<file path="config.mk">
export PLATFORM = sky130hd
export DESIGN_NAME = tow_field
export DESIGN_NICKNAME = d
export VERILOG_FILES = /design/src/rtl/tow_pkg.sv /design/src/rtl/tow_counter.sv /design/src/rtl/tow_field.sv
export SDC_FILE = /design/constraint.sdc
export NUM_CORES = 1
export LEC_CHECK = 0
export ABC_AREA = 1
export ABC_CLOCK_PERIOD_IN_PS = 2900
export BUFFER_PORTS_ARGS = -buffer_cell sky130_fd_sc_hd__buf_4
export CORE_MARGIN = 1.5
export CORE_UTILIZATION = 59
export DETAILED_ROUTE_END_ITERATION = 8
export PLACE_DENSITY_LB_ADDON = 0.1
export SETUP_SLACK_MARGIN = 0.05
export SLEW_MARGIN = 15
export SYNTH_ARGS = -nofsm -noshare
export SYNTH_HDL_FRONTEND = slang
export SYNTH_SLANG_ARGS = --single-unit
</file>
<file path="constraint.sdc">
create_clock -name clk -period 2.9 [get_ports clk]
set_input_delay 0.58 -clock clk [delete_from_list [all_inputs] [get_ports clk]]
set_output_delay 0.58 -clock clk [all_outputs]
set_load 0.005 [all_outputs]
</file>
<file path="src/rtl/tow_pkg.sv">
// tow_pkg: shared types and constant helpers for the tug-of-war playfield.
//   state_e    - game FSM states
//   pos_width  - bits needed to index an N-LED playfield
//   center_idx - index of the centre LED of an odd-length playfield
package tow_pkg;

    typedef enum logic [1:0] {
        StPlay      = 2'd0,
        StHold      = 2'd1,
        StMatchOver = 2'd2
    } state_e;

    function automatic int unsigned pos_width(input int unsigned n);
        return (n > 2) ? unsigned'($clog2(n)) : 1;
    endfunction

    function automatic int unsigned center_idx(input int unsigned n);
        return (n - 1) / 2;
    endfunction

endpackage

</file>
<file path="src/rtl/tow_counter.sv">
// tow_counter: saturating up-counter with synchronous clear.
// Ports:
//   clk   - clock
//   reset - asynchronous active-low reset (count -> 0)
//   inc   - increment by one when not saturated
//   clr   - synchronous clear, wins over inc
//   count - current value
module tow_counter #(
    parameter int unsigned WIDTH = 3
) (
    input  logic             clk,
    input  logic             reset,
    input  logic             inc,
    input  logic             clr,
    output logic [WIDTH-1:0] count
);

    always_ff @(posedge clk or negedge reset) begin
        if (!reset) begin
            count <= '0;
        end else if (clr) begin
            count <= '0;
        end else if (inc && (count != '1)) begin
            count <= count + 1'b1;
        end
    end

endmodule

</file>
<file path="src/rtl/tow_field.sv">
// tow_field: tug-of-war playfield. A single lit LED is pulled toward index N_LEDS-1 by
// left_press and toward index 0 by right_press; pulling past an edge wins the round.
// After a win the edge LED is held for HOLD_CYCLES cycles, then play restarts at the
// centre, or the match ends once a player reaches WIN_SCORE.
// Ports:
//   clk, reset              - clock, asynchronous active-low reset
//   left_press, right_press - single-cycle conditioned button pulses
//   clear_match             - starts a new match while the match is over
//   leds                    - one-hot playfield
//   left_score, right_score - round wins this match
//   round_win               - one-cycle pulse following the winning edge
//   winner                  - 1 = left, 0 = right (last round winner)
//   match_over              - high while the match is over
module tow_field
    import tow_pkg::*;
#(
    parameter int unsigned N_LEDS      = 9,
    parameter int unsigned SCORE_W     = 3,
    parameter int unsigned WIN_SCORE   = 7,
    parameter int unsigned HOLD_CYCLES = 4
) (
    input  logic               clk,
    input  logic               reset,
    input  logic               left_press,
    input  logic               right_press,
    input  logic               clear_match,
    output logic [N_LEDS-1:0]  leds,
    output logic [SCORE_W-1:0] left_score,
    output logic [SCORE_W-1:0] right_score,
    output logic               round_win,
    output logic               winner,
    output logic               match_over
);

    localparam int unsigned PosW  = pos_width(N_LEDS);
    localparam int unsigned HoldW = (HOLD_CYCLES > 1) ? $clog2(HOLD_CYCLES) : 1;

    localparam logic [PosW-1:0]    Center   = PosW'(center_idx(N_LEDS));
    localparam logic [PosW-1:0]    MaxPos   = PosW'(N_LEDS - 1);
    localparam logic [HoldW-1:0]   HoldInit = HoldW'(HOLD_CYCLES - 1);
    localparam logic [SCORE_W-1:0] WinScore = SCORE_W'(WIN_SCORE);

    state_e           state;
    logic [PosW-1:0]  pos;
    logic [HoldW-1:0] hold_cnt;

    logic left_only, right_only;
    logic left_wins, right_wins;
    logic new_match, match_done;

    // Simultaneous presses cancel each other.
    assign left_only  = left_press & ~right_press;
    assign right_only = right_press & ~left_press;

    assign left_wins  = (state == StPlay) && left_only && (pos == MaxPos);
    assign right_wins = (state == StPlay) && right_only && (pos == '0);
    assign new_match  = (state == StMatchOver) && clear_match;

    // Scores are already updated when HOLD ends, so this sees the final tally.
    assign match_done = (left_score == WinScore) || (right_score == WinScore);

    always_ff @(posedge clk or negedge reset) begin
        if (!reset) begin
            state      <= StPlay;
            pos        <= Center;
            hold_cnt   <= '0;
            winner     <= 1'b0;
            round_win  <= 1'b0;
            match_over <= 1'b0;
        end else begin
            round_win <= 1'b0;
            unique case (state)
                StPlay: begin
                    if (left_wins || right_wins) begin
                        winner    <= left_wins;
                        round_win <= 1'b1;
                        hold_cnt  <= HoldInit;
                        state     <= StHold;
                    end else if (left_only) begin
                        pos <= pos + 1'b1;
                    end else if (right_only) begin
                        pos <= pos - 1'b1;
                    end
                end
                StHold: begin
                    if (hold_cnt == '0) begin
                        if (match_done) begin
                            match_over <= 1'b1;
                            state      <= StMatchOver;
                        end else begin
                            pos   <= Center;
                            state <= StPlay;
                        end
                    end else begin
                        hold_cnt <= hold_cnt - 1'b1;
                    end
                end
                StMatchOver: begin
                    if (clear_match) begin
                        pos        <= Center;
                        match_over <= 1'b0;
                        state      <= StPlay;
                    end
                end
                default: state <= StPlay;
            endcase
        end
    end

    tow_counter #(
        .WIDTH (SCORE_W)
    ) u_left_score (
        .clk   (clk),
        .reset (reset),
        .inc   (left_wins),
        .clr   (new_match),
        .count (left_score)
    );

    tow_counter #(
        .WIDTH (SCORE_W)
    ) u_right_score (
        .clk   (clk),
        .reset (reset),
        .inc   (right_wins),
        .clr   (new_match),
        .count (right_score)
    );

    always_comb begin
        leds = '0;
        for (int i = 0; i < N_LEDS; i++) begin
            leds[i] = (pos == PosW'(i));
        end
    end

endmodule

</file>
# [Word level (Yosys, flattened, before mapping)]
# Cells that the tools add are included.
[op_classes] n_addsub=5 eq_ne=22 n_mux=25 bitwise=4 reduce_logical=22
[op_table] operator="4-bit two-way mux" n=6
[op_table] operator="4-bit by 3-bit == test with 1-bit output (second input constant)" n=4
[op_table] operator="2-bit two-way mux" n=6
[op_table] operator="3-bit two-way mux" n=4
[op_table] operator="2-bit inequality test (second input constant)" n=6
[op_table] operator="4-bit one-hot mux with 3 select lines" n=1
[op_table] operator="3-bit inequality test (second input constant)" n=3
[op_table] operator="4-bit by 2-bit == test with 1-bit output (second input constant)" n=2
[op_table] operator="2-bit nonzero test" n=4
[op_table] operator="1-bit logical AND" n=7
[op_table] operator="3-bit by 1-bit adder with 3-bit output (second input constant)" n=2
[op_table] operator="3-bit == test (second input constant)" n=2
[op_table] operator="2-bit one-hot mux with 3 select lines" n=1
[op_table] operator="3-bit AND reduction" n=2
[op_table] operator="6-bit AND reduction" n=1
[op_table] operator="1-bit two-way mux" n=5
[op_table] operator="4-bit by 1-bit adder with 4-bit output (second input constant)" n=1
[op_table] operator="4-bit by 1-bit == test with 1-bit output (second input constant)" n=1
[op_table] operator="4-bit == test (second input constant)" n=1
[op_table] operator="2-bit zero test" n=2
[op_table] operator="4-bit zero test" n=1
[op_table] operator="2-bit one-hot mux with 2 select lines" n=1
[op_table] operator="4-bit AND reduction" n=1
[op_table] operator="4-bit by 1-bit subtractor with 4-bit output (second input constant)" n=1
[op_table] operator="10 further kinds" n=13
[word_totals] ff_bits=17 input_bits=5 output_inout_bits=18 word_cells=86

# [Logic depth before layout (Yosys ltp)]
# Gate-level depths: netlist of the first run.
[depth] ltp_word=7 depth_mapped=11 mapped_depth_nobuf=11

# [Modules after synthesis]
# From an unflattened synthesis of the first run, not the netlist that was laid out.
[unflattened] hier_cells=176 area_unflattened_um2=1268.7
[modules_own_cells] module="tow_field" instances=1 cells_per_inst=136 area_per_inst_um2=935.9 seq_area_each_um2=276.5
[modules_own_cells] module="tow_counter" instances=2 cells_per_inst=20 area_per_inst_um2=166.4 seq_area_each_um2=75.1

# [Least setup slack after synthesis of the first run]
# No wires, ideal clock.
[synth_timing] path_type="reg-to-output" startpoint="register pos[0]" endpoint="output port leds[8]" arrival_ps=1010 required_ps=2320 setup_slack_ps=1310 stages_incl_launch_ff=5 cell_sequence="dfrtp_1 inv_1 ha_1 nand2_1 nor2_4"
[synth_via] elab_chain_cells=1
[synth_rtl] item="start, declared" line="tow_field.sv:44" text="logic [PosW-1:0] pos;"
[synth_rtl] item="start signal, assigned" line="tow_field.sv:65" text="pos <= Center;"
[synth_rtl] item="start signal, assigned" line="tow_field.sv:80" text="pos <= pos + 1'b1;"
[synth_rtl] item="start signal, assigned" line="tow_field.sv:82" text="pos <= pos - 1'b1;"
[synth_rtl] item="4-bit == test" line="tow_field.sv:133" text="leds[i] = (pos == PosW'(i));"
[synth_rtl] item="end, declared" line="tow_field.sv:27" text="output logic [N_LEDS-1:0] leds,"
# Every way passes these cells.

# [Worst setup path in the final report of the first run]
# Ends and elaborated chain as after synthesis.

==> results of run 1 <==
area by class of cell:
type	count	area [um2]
inverter	27	101
clock buffer	4	26.3
multi-input combinational	115	706
tap	27	33.8
sequential	17	427
fill	148	523
timing repair buffer	22	165
state kept, by name (all words and copies together) (netlist names):
| name | flops |
|---|---|
| pos | 4 |
| u_left_score.count | 3 |
| u_right_score.count | 3 |
| hold_cnt | 2 |
| state | 2 |
| match_over | 1 |
| round_win | 1 |
| winner | 1 |
critical path, stage by stage, from the launching register on:
cell                      delay (ns)
sky130_fd_sc_hd__dfrtp_1        0.46
sky130_fd_sc_hd__inv_1          0.14
sky130_fd_sc_hd__ha_1           0.27
sky130_fd_sc_hd__nand2_1        0.12
sky130_fd_sc_hd__nor2_4         0.15
sky130_fd_sc_hd__buf_4          0.13
cell usage after synthesis:
| cell | number |
|---|---|
| sky130_fd_sc_hd__a21o_1 | 1 |
| sky130_fd_sc_hd__a21oi_1 | 5 |
| sky130_fd_sc_hd__buf_6 | 1 |
| sky130_fd_sc_hd__clkinv_1 | 2 |
| sky130_fd_sc_hd__dfrtp_1 | 16 |
| sky130_fd_sc_hd__dfstp_2 | 1 |
| sky130_fd_sc_hd__ha_1 | 17 |
| sky130_fd_sc_hd__inv_1 | 23 |
| sky130_fd_sc_hd__inv_2 | 2 |
| sky130_fd_sc_hd__nand2_1 | 44 |
| sky130_fd_sc_hd__nand2_2 | 1 |
| sky130_fd_sc_hd__nand2_4 | 4 |
| sky130_fd_sc_hd__nand3_1 | 15 |
| sky130_fd_sc_hd__nand3_2 | 1 |
| sky130_fd_sc_hd__nand3_4 | 1 |
| sky130_fd_sc_hd__nand3b_2 | 1 |
| sky130_fd_sc_hd__nor2_1 | 13 |
| sky130_fd_sc_hd__nor2_2 | 1 |
| sky130_fd_sc_hd__nor2_4 | 2 |
| sky130_fd_sc_hd__o21ai_0 | 6 |
| sky130_fd_sc_hd__o21ai_1 | 1 |
| sky130_fd_sc_hd__xnor2_1 | 1 |
| sky130_fd_sc_hd__xor2_1 | 1 |
where the power goes:
part | switching (mW) | total (mW) | leakage [nW] | internal (mW)
Combinational | 0.440 | 0.759 | 0.632 | 0.319
Clock | 0.0767 | 0.130 | 0.0150 | 0.0536
Sequential | 0.101 | 0.436 | 0.216 | 0.335
Total | 0.617 | 1.32 | 0.863 | 0.708
cells by family after synthesis:
kind of cell / after synthesis / share of synthesized area
buffers and inverters: 28 / 0.0905
AO/OA/AOI/OAI: 13 / 0.0543
adder cells (fa/ha/maj): 17 / 0.171
flip-flops: 17 / 0.343
AND/OR/NAND/NOR: 83 / 0.328
XOR/XNOR: 2 / 0.0141
worst paths after layout:
check	slack, ns	endpoint	depth (start not counted)	start
max reg2reg	1.18	pos[0]$_DFFE_PN0P_	8	u_left_score.count[0]$_DFFE_PN0P_
min in group clk	0.48	winner$_DFFE_PN0P_	2	winner$_DFFE_PN0P_
min	0.12	u_left_score.count[0]$_DFFE_PN0P_	1	reset
min reg2reg	0.48	winner$_DFFE_PN0P_	2	winner$_DFFE_PN0P_
max in group asynchronous	2.53	pos[2]$_DFFE_PN1P_	1	reset
max	0.76	leds[8]	5	pos[0]$_DFFE_PN0P_
through the flow:
step	cells	hold WS, ns	utilization
after global routing	212	0.128	0.736
after floorplan	160	0.284	-
after detailed placement	208	0.455	0.723
after global placement	208	0.453	0.723
final	212	0.124	0.736
after CTS	212	0.127	0.736
layer usage:
layer,wire length [um],track usage
met5,0,0
met4,27,0.0810
met3,105,0.0644
met2,1350,0.443
met1,1030,0.251
==> results summary, run 1 <==
The number of hold buffers added after CTS was 0. The top-level port count is 23. The layout overhead on the synthesized area came out at 17.2%. The worst-case clock buffer depth is 2. The final weighted congestion in routability-driven placement is 0.892.

The number of pins exceeding their max-slew limit in the final report came out at 0. The headroom to the max-slew limit came out at 0.757. IR analysis of the VDD net gives a maximum drop of 0.000674 V. The synthesized area came out at 1240 um2. In the global route stage, overall resource usage came out at 0.236. The number of cells upsized or downsized after cts is 0.

The worst-margin pin slew came out at 0.361 ns. The number of hold-slack violations in the final timing report is 0. The number of instances in the synthesized netlist is 160. The count of nets after finishing is 208. After global routing the overflow that remains totals 0. The tree is rooted in a sky130_fd_sc_hd__clkbuf_4. Setup violations remaining at the end of the flow were counted as 0.

The count of standard-cell rows is 16. The estimated wirelength of the detail-placed design is 2090 um. The pin count of the biggest net entering global routing is 18. The horizontal extent of the die came out at 48.9 um.

The later-pin clock latency in the skew report came out at 0.30 ns. The Yosys step of the flow raised 0 warnings. The total placed instance area came out at 1430 um2. The fraction of synthesized cell area taken by the top area cell type came out at 0.322. The number of sinks driven by the clock tree is 17. In this run the vertical extent of the chip is 48.9 um. The number of global-route vias before repair came to 1069. Across all setup checks in the final design, the least slack found is 0.756 ns. Summing internal, switching and leakage power gives 1.32 mW.

The number of clock buffers inserted by TritonCTS is 3. The data arrival time of the critical path came out at 1.56 ns. The kind of start point of the critical path is a register. The buffer count from post-CTS setup fixing is 0. The run finished with clean final reports.

The number of antenna-violating nets in the routed design came out at 0. The wire length per cell is 11.9 um. The initial antenna violation count came out at 0. The clock period minus final worst setup slack is 2.14 ns.

Of the cells placed in the final design, the portion with a size suffix greater than 1 is 0.211. The final routed wirelength across all metal layers came out at 2520 um. The required time at the worst-slack endpoint is 2.32 ns.

Along the worst path, the maximum fanout reaches 7. At the placement stage, the worst setup path has a slack of 1.08 ns. Synthesis inferred 17 register bits.

The clock-pin slew of the registers on the worst-case setup and hold paths came out at 0.10 ns. Setup repair after global routing left no endpoint under its margin. By area the synthesized netlist is led by sky130_fd_sc_hd__dfrtp_1 32%, sky130_fd_sc_hd__ha_1 17%, sky130_fd_sc_hd__nand2_1 13%, sky130_fd_sc_hd__inv_1 6.9%, sky130_fd_sc_hd__nand3_1 6.0%. The power per unit of standard cell area is 908 nW/um2. The count of input and output buffers is 22.

In the final timing run, aggregate negative setup slack is 0 ns. The number of max-capacitance violations reported came out at 0. The number of distinct library cells after synthesis is 23. The largest area contributor in the synthesized netlist is sky130_fd_sc_hd__dfrtp_1. The first-pass iteration count of the detailed router is 4.

The post-synthesis area per instance is 7.78 um2. The post-route fraction of the period consumed by the critical path is 0.739. The number of H-tree levels is 1.

The number of nets in the synthesized netlist is 182. In this run the worst hold path is classified as in -> async. The total via count in the routed design came out at 1086. STA classifies the critical path endpoint as an output port. The count of antenna diodes in the layout is 0.

Leaving out fill and tap cells, the most frequent cells in the layout are 44 x sky130_fd_sc_hd__nand2_1, 23 x sky130_fd_sc_hd__inv_1, 22 x sky130_fd_sc_hd__buf_4, 17 x sky130_fd_sc_hd__ha_1, 16 x sky130_fd_sc_hd__dfrtp_1. With fillers left out, the area of the finished cells amounts to 1460 um2. The clock arrives with 0.00912 ns of skew. For this design the static power due to leakage is 0.863 nW. The area of the core region is 1980 um2. The area of the die is 2390 um2.

The initial core utilization came out at 0.628. The share of the yosys chip area belonging to registers came out at 0.343. The most common library cell in the layout ignoring fill and taps is sky130_fd_sc_hd__nand2_1. For this run, the top clock speed supported by timing is 466 MHz. The violation count after the first detailed-route iteration is 23.

The global-route wire length before repair is 4380 um. The clock tree from TritonCTS is yes. The critical path is of the reg -> out type.

In the routed design, unresolved DRC markers number 0. The routed via count divided by cell count is 5.12.
(Power assumes the default switching activity.)
==> inputs of run 2 (changes only) <==
--- a/config.mk
+++ b/config.mk
@@ -5,11 +5,11 @@
 export SDC_FILE = /design/constraint.sdc
 export NUM_CORES = 1
 export LEC_CHECK = 0
-export ABC_AREA = 1
-export ABC_CLOCK_PERIOD_IN_PS = 2900
+export ABC_AREA = 0
+export ABC_CLOCK_PERIOD_IN_PS = 2140
 export BUFFER_PORTS_ARGS = -buffer_cell sky130_fd_sc_hd__buf_4
 export CORE_MARGIN = 1.5
-export CORE_UTILIZATION = 59
+export CORE_UTILIZATION = 55
 export DETAILED_ROUTE_END_ITERATION = 8
 export PLACE_DENSITY_LB_ADDON = 0.1
 export SETUP_SLACK_MARGIN = 0.05
==> constraint.sdc (replaced) <==
create_clock -name clk -period 2.14 [get_ports clk]
set_input_delay 0.428 -clock clk [delete_from_list [all_inputs] [get_ports clk]]
set_output_delay 0.428 -clock clk [all_outputs]
set_load 0.005 [all_outputs]
==> run 2 against run 1 <==
Final area rose by 7.5%. Die area rose by 8.4%. Global-route usage decreased by 2.5 points. Setup slack got worse by 0.68 ns. Area after synthesis is 1.6% higher. Largest power group unchanged. Critical endpoint is now pos[1]$_DFFE_PN0P_. Utilization shrank 2.0 points. Via count down 5.2%. Hold slack gained 0.38 ns.
==> results summary, run 2 <==
Dividing the final minimum period by the clock period gives 0.966. The pre-CTS setup slack came to 0.0410 ns (-1.04 ns). The count of nets after finishing came out at 182 (-13%). The final weighted congestion in routability-driven placement came to 0.834 (-6.5%). For this run, the leading register cell type out of synthesis is sky130_fd_sc_hd__dfrtp_1. The clock-pin slew of the registers on the worst-case setup and hold paths is 0.11 ns (about the same).

The maximum fanout along the worst path is 5 (-2). The worst-case clock buffer depth is 2 (unchanged). The post-synthesis area per instance is 9.88 um2 (+27%). The kind of start point of the critical path is a register. The share of the yosys chip area belonging to registers is 0.337 (-0.00542).

The fraction of synthesized cell area taken by the top area cell type was 0.317 (-0.00509). The count of standard-cell rows came to 17 (+1). The filler cell count came to 182 (+23%). The number of cell instances on the worst register-to-register path came out at 6 (-2).

The worst-margin pin slew is 0.512 ns (+0.151 ns). The largest registers in the layout are pos x4, u_left_score.count x3, u_right_score.count x3. Counting instances in the post-synthesis netlist gives the leading cell types as 17 x sky130_fd_sc_hd__ha_1, 16 x sky130_fd_sc_hd__dfrtp_1, 13 x sky130_fd_sc_hd__inv_1, 10 x sky130_fd_sc_hd__nand2_1, 9 x sky130_fd_sc_hd__nor2_1. The minimum hold slack is 0.503 ns (+0.379 ns). The worst hold path was traced through 2 stages. The number of hold-slack violations in the final timing report was 0 (unchanged). The number of synthesized flops with an enable pin was 0 (unchanged). The number of sinks driven by the clock tree was 17 (unchanged). The final worst clock skew is 0.0107 ns (+0.00157 ns). The estimated wirelength of the detail-placed design is 2020 um (-3.3%). The clock period minus final worst setup slack is 2.07 ns.

The number of max-capacitance violations reported came out at 0 (unchanged). The number of antenna-violating nets in the routed design came out at 0 (unchanged). The initial antenna violation count came out at 0 (unchanged). The later-pin clock latency in the skew report is 0.29 ns (about the same). The first-pass iteration count of the detailed router is 4 (unchanged). The number of H-tree levels is 1 (unchanged).

The headroom to the max-slew limit is 0.654 (-0.102). The layout cell share with drive strength beyond 1 is 0.308 (+0.0974). The number of global-route vias before repair came to 936 (-12%).

The largest area contributor in the synthesized netlist is sky130_fd_sc_hd__dfrtp_1. The flow ran to the end, and the final reports show no timing, DRC or antenna violations. The routed via count divided by cell count came to 5.51 (+7.5%). The register with the highest flop count is pos. The horizontal extent of the die is 51.0 um (+4.1%). The area of all placed cells without fillers was 1570 um2 (+7.5%). The register-to-register path setup slack came out at 0.07 ns (-1.11 ns).

The data arrival time of the critical path came out at 2.24 ns (+0.68 ns). The global-route usage over all layers came out at 0.211 (-0.0250). The worst setup margin came to 0.0738 ns (-0.682 ns). The fraction of synthesis flops using an asynchronous set or reset pin is 1.00 (unchanged). The die height was 51.0 um (+4.1%). The count of antenna diodes in the layout is 0 (unchanged).

The initial core utilization is 0.577 (-0.0508). The multiplexer fraction of the synthesized cell area came to 0.0732 (+0.0732). The worst setup path is captured at a register. Leaving out fill and tap cells, the most frequent cells in the layout are 29 x sky130_fd_sc_hd__buf_4, 16 x sky130_fd_sc_hd__dfrtp_1, 13 x sky130_fd_sc_hd__inv_1, 12 x sky130_fd_sc_hd__ha_1, 10 x sky130_fd_sc_hd__nand2_1. The endpoint of the worst hold path is winner$_DFFE_PN0P_. The number of instances in the synthesized netlist is 128 (-20%). The fraction of synthesized cell area in xor and xnor cells is 0.0208 (+0.00670). The origin of the worst min-delay path is winner$_DFFE_PN0P_. The number of clock buffers inserted by TritonCTS is 3 (unchanged).

The total placed instance area came out at 1460 um2 (+2.0%). The flip-flop count of the largest register, all copies and words added came out at 4 (unchanged). The total of flip-flops plus latches after synthesis came out at 17 (unchanged).

The required time at the worst-slack endpoint is 2.32 ns (about the same). The total via count in the routed design came to 1030 (-5.2%). TritonCTS built the clock tree. The critical path starts at u_left_score.count[0]$_DFFE_PN0P_. The count of input and output buffers is 22 (unchanged).

The peak supply drop came out at 0.000709 V (+5.2%). The kind of critical path is reg -> reg. Setup repair after global routing could not meet its margin everywhere. The area of the die is 2600 um2 (+8.4%).

The number of distinct library cells after synthesis is 41 (+78%). The pin count of the biggest net entering global routing is 18 (unchanged). In the post-synthesis netlist, the cell with the most instances is sky130_fd_sc_hd__ha_1. By area the synthesized netlist is led by sky130_fd_sc_hd__dfrtp_1 32%, sky130_fd_sc_hd__ha_1 17%, sky130_fd_sc_hd__and2_1 4.0%, sky130_fd_sc_hd__inv_1 3.9%, sky130_fd_sc_hd__mux2i_1 3.2%. The layout overhead on the synthesized area is 24.0%. The power per unit of standard cell area came out at 1190 nW/um2 (+31%). The number of pins exceeding their max-slew limit in the final report came to 0 (unchanged). The residual overflow from global routing came out at 0 (unchanged). The startpoint identified for the worst register-to-register timing path is u_left_score.count[0]$_DFFE_PN0P_. The library cell used most frequently in the layout, excluding fill and tap cells, is sky130_fd_sc_hd__buf_4. The warning count from the yosys run came out at 0 (unchanged). For this run, the top clock speed supported by timing is 484 MHz.

The synthesized area came to 1260 um2 (+1.6%). Clock tree synthesis selected as its root buffer the cell sky130_fd_sc_hd__clkbuf_4. The compound-cell area share of the yosys netlist came out at 0.137 (+0.0832). The violation count after the first detailed-route iteration is 28 (+22%).

The DRC violation count after routing came out at 0 (unchanged). The aggregate negative setup slack is 0 ns (unchanged). The arithmetic-cell share of the synthesized area counting full adders, half adders and majority gates is 0.168 (-0.00270). The basic-gate share of the synthesized area counting and, or, nand and nor cells is 0.207 (-0.121). The min-delay analysis places its worst path in the category reg -> reg. The top-level port count came out at 23 (unchanged).

The static leakage was 0.801 nW (-7.2%). The global-route wire length before repair is 4100 um (-6.5%). The area of the core region is 2190 um2 (+11%). The post-synthesis net count is 150 (-18%). The wire length per cell is 14.3 um (+20%).

The final routed wirelength across all metal layers is 2680 um (+6.1%). The main combinational cell family by area after synthesis is simple AND/OR/NAND/NOR gates. The final-report setup violation count came out at 0 (unchanged). The capturing point of the worst reg2reg path is pos[1]$_DFFE_PN0P_.
==> run 2: worst max-delay path by stage <==
stage / slack [ns] / cells after the start / end
2_1_floorplan: 0.22 / 6 / pos[0]$_DFFE_PN0P_
3_3_place_gp: 0.08 / 7 / pos[0]$_DFFE_PN0P_
5_1_grt: 0.03 / 6 / pos[1]$_DFFE_PN0P_
6_report: 0.07 / 6 / pos[1]$_DFFE_PN0P_
3_5_place_dp: 0.04 / 7 / pos[1]$_DFFE_PN0P_
4_1_cts: 0.06 / 6 / pos[1]$_DFFE_PN0P_
==> run 2: kinds of logic after synthesis <==
logic type                 count (synthesis)
adders and majority gates                 17
DFF                                       17
AOI/OAI and AO/OA                         22
buffers and inverters                     17
muxes                                      8
and+or+nand+nor                           44
xor gates and xnor gates                   3
==> run 2: layout make-up <==
type | instances | area [um2] | area share
clock buffers | 3 | 22.5 | 0.0144
clock inverters | 1 | 5.00 | 0.00319
inverters | 14 | 52.6 | 0.0335
multi-input cells | 94 | 800 | 0.510
flip-flops and latches | 17 | 427 | 0.272
well taps | 28 | 35.0 | 0.0223
repair buffers | 30 | 228 | 0.145
==> run 2: power breakdown <==
group	switching [mW]	internal (mW)	total, mW
Clock	0.108	0.0695	0.177
Combinational	0.525	0.599	1.12
Sequential	0.120	0.442	0.562
Total	0.753	1.11	1.86
==> run 2: stage by stage <==
step,power (mW),cells,util
2_1_floorplan,1.29,128,-
3_3_place_gp,1.55,177,0.667
3_5_place_dp,1.61,177,0.667
4_1_cts,1.79,182,0.684
5_1_grt,2.02,187,0.716
6_report,1.86,187,0.716
==> run 2: worst max-delay path, stage by stage (launching register included) <==
cell	delay, ns
sky130_fd_sc_hd__dfrtp_1	0.42
sky130_fd_sc_hd__ha_2	0.20
sky130_fd_sc_hd__ha_4	0.18
sky130_fd_sc_hd__o21a_1	0.21
sky130_fd_sc_hd__a2111oi_4	0.36
sky130_fd_sc_hd__and3_4	0.27
sky130_fd_sc_hd__mux2_4	0.30
==> run 2: metal layers <==
layer / vias up / share of wire / global-route usage
met3: 2 / 0.047 / 0.0468
met1: 496 / 0.42 / 0.245
met4: 0 / 0.0064 / 0.0676
met5: - / 0 / 0
met2: 26 / 0.52 / 0.381
li1: 506 / - / -
==> run 2: repair_timing <==
item	4_1_cts	5_1_grt
gates resized for setup	0	7
endpoints found under the setup margin	0	3
buffers inserted	0	5
hold buffers	1	0
hold endpoints to repair	16	0
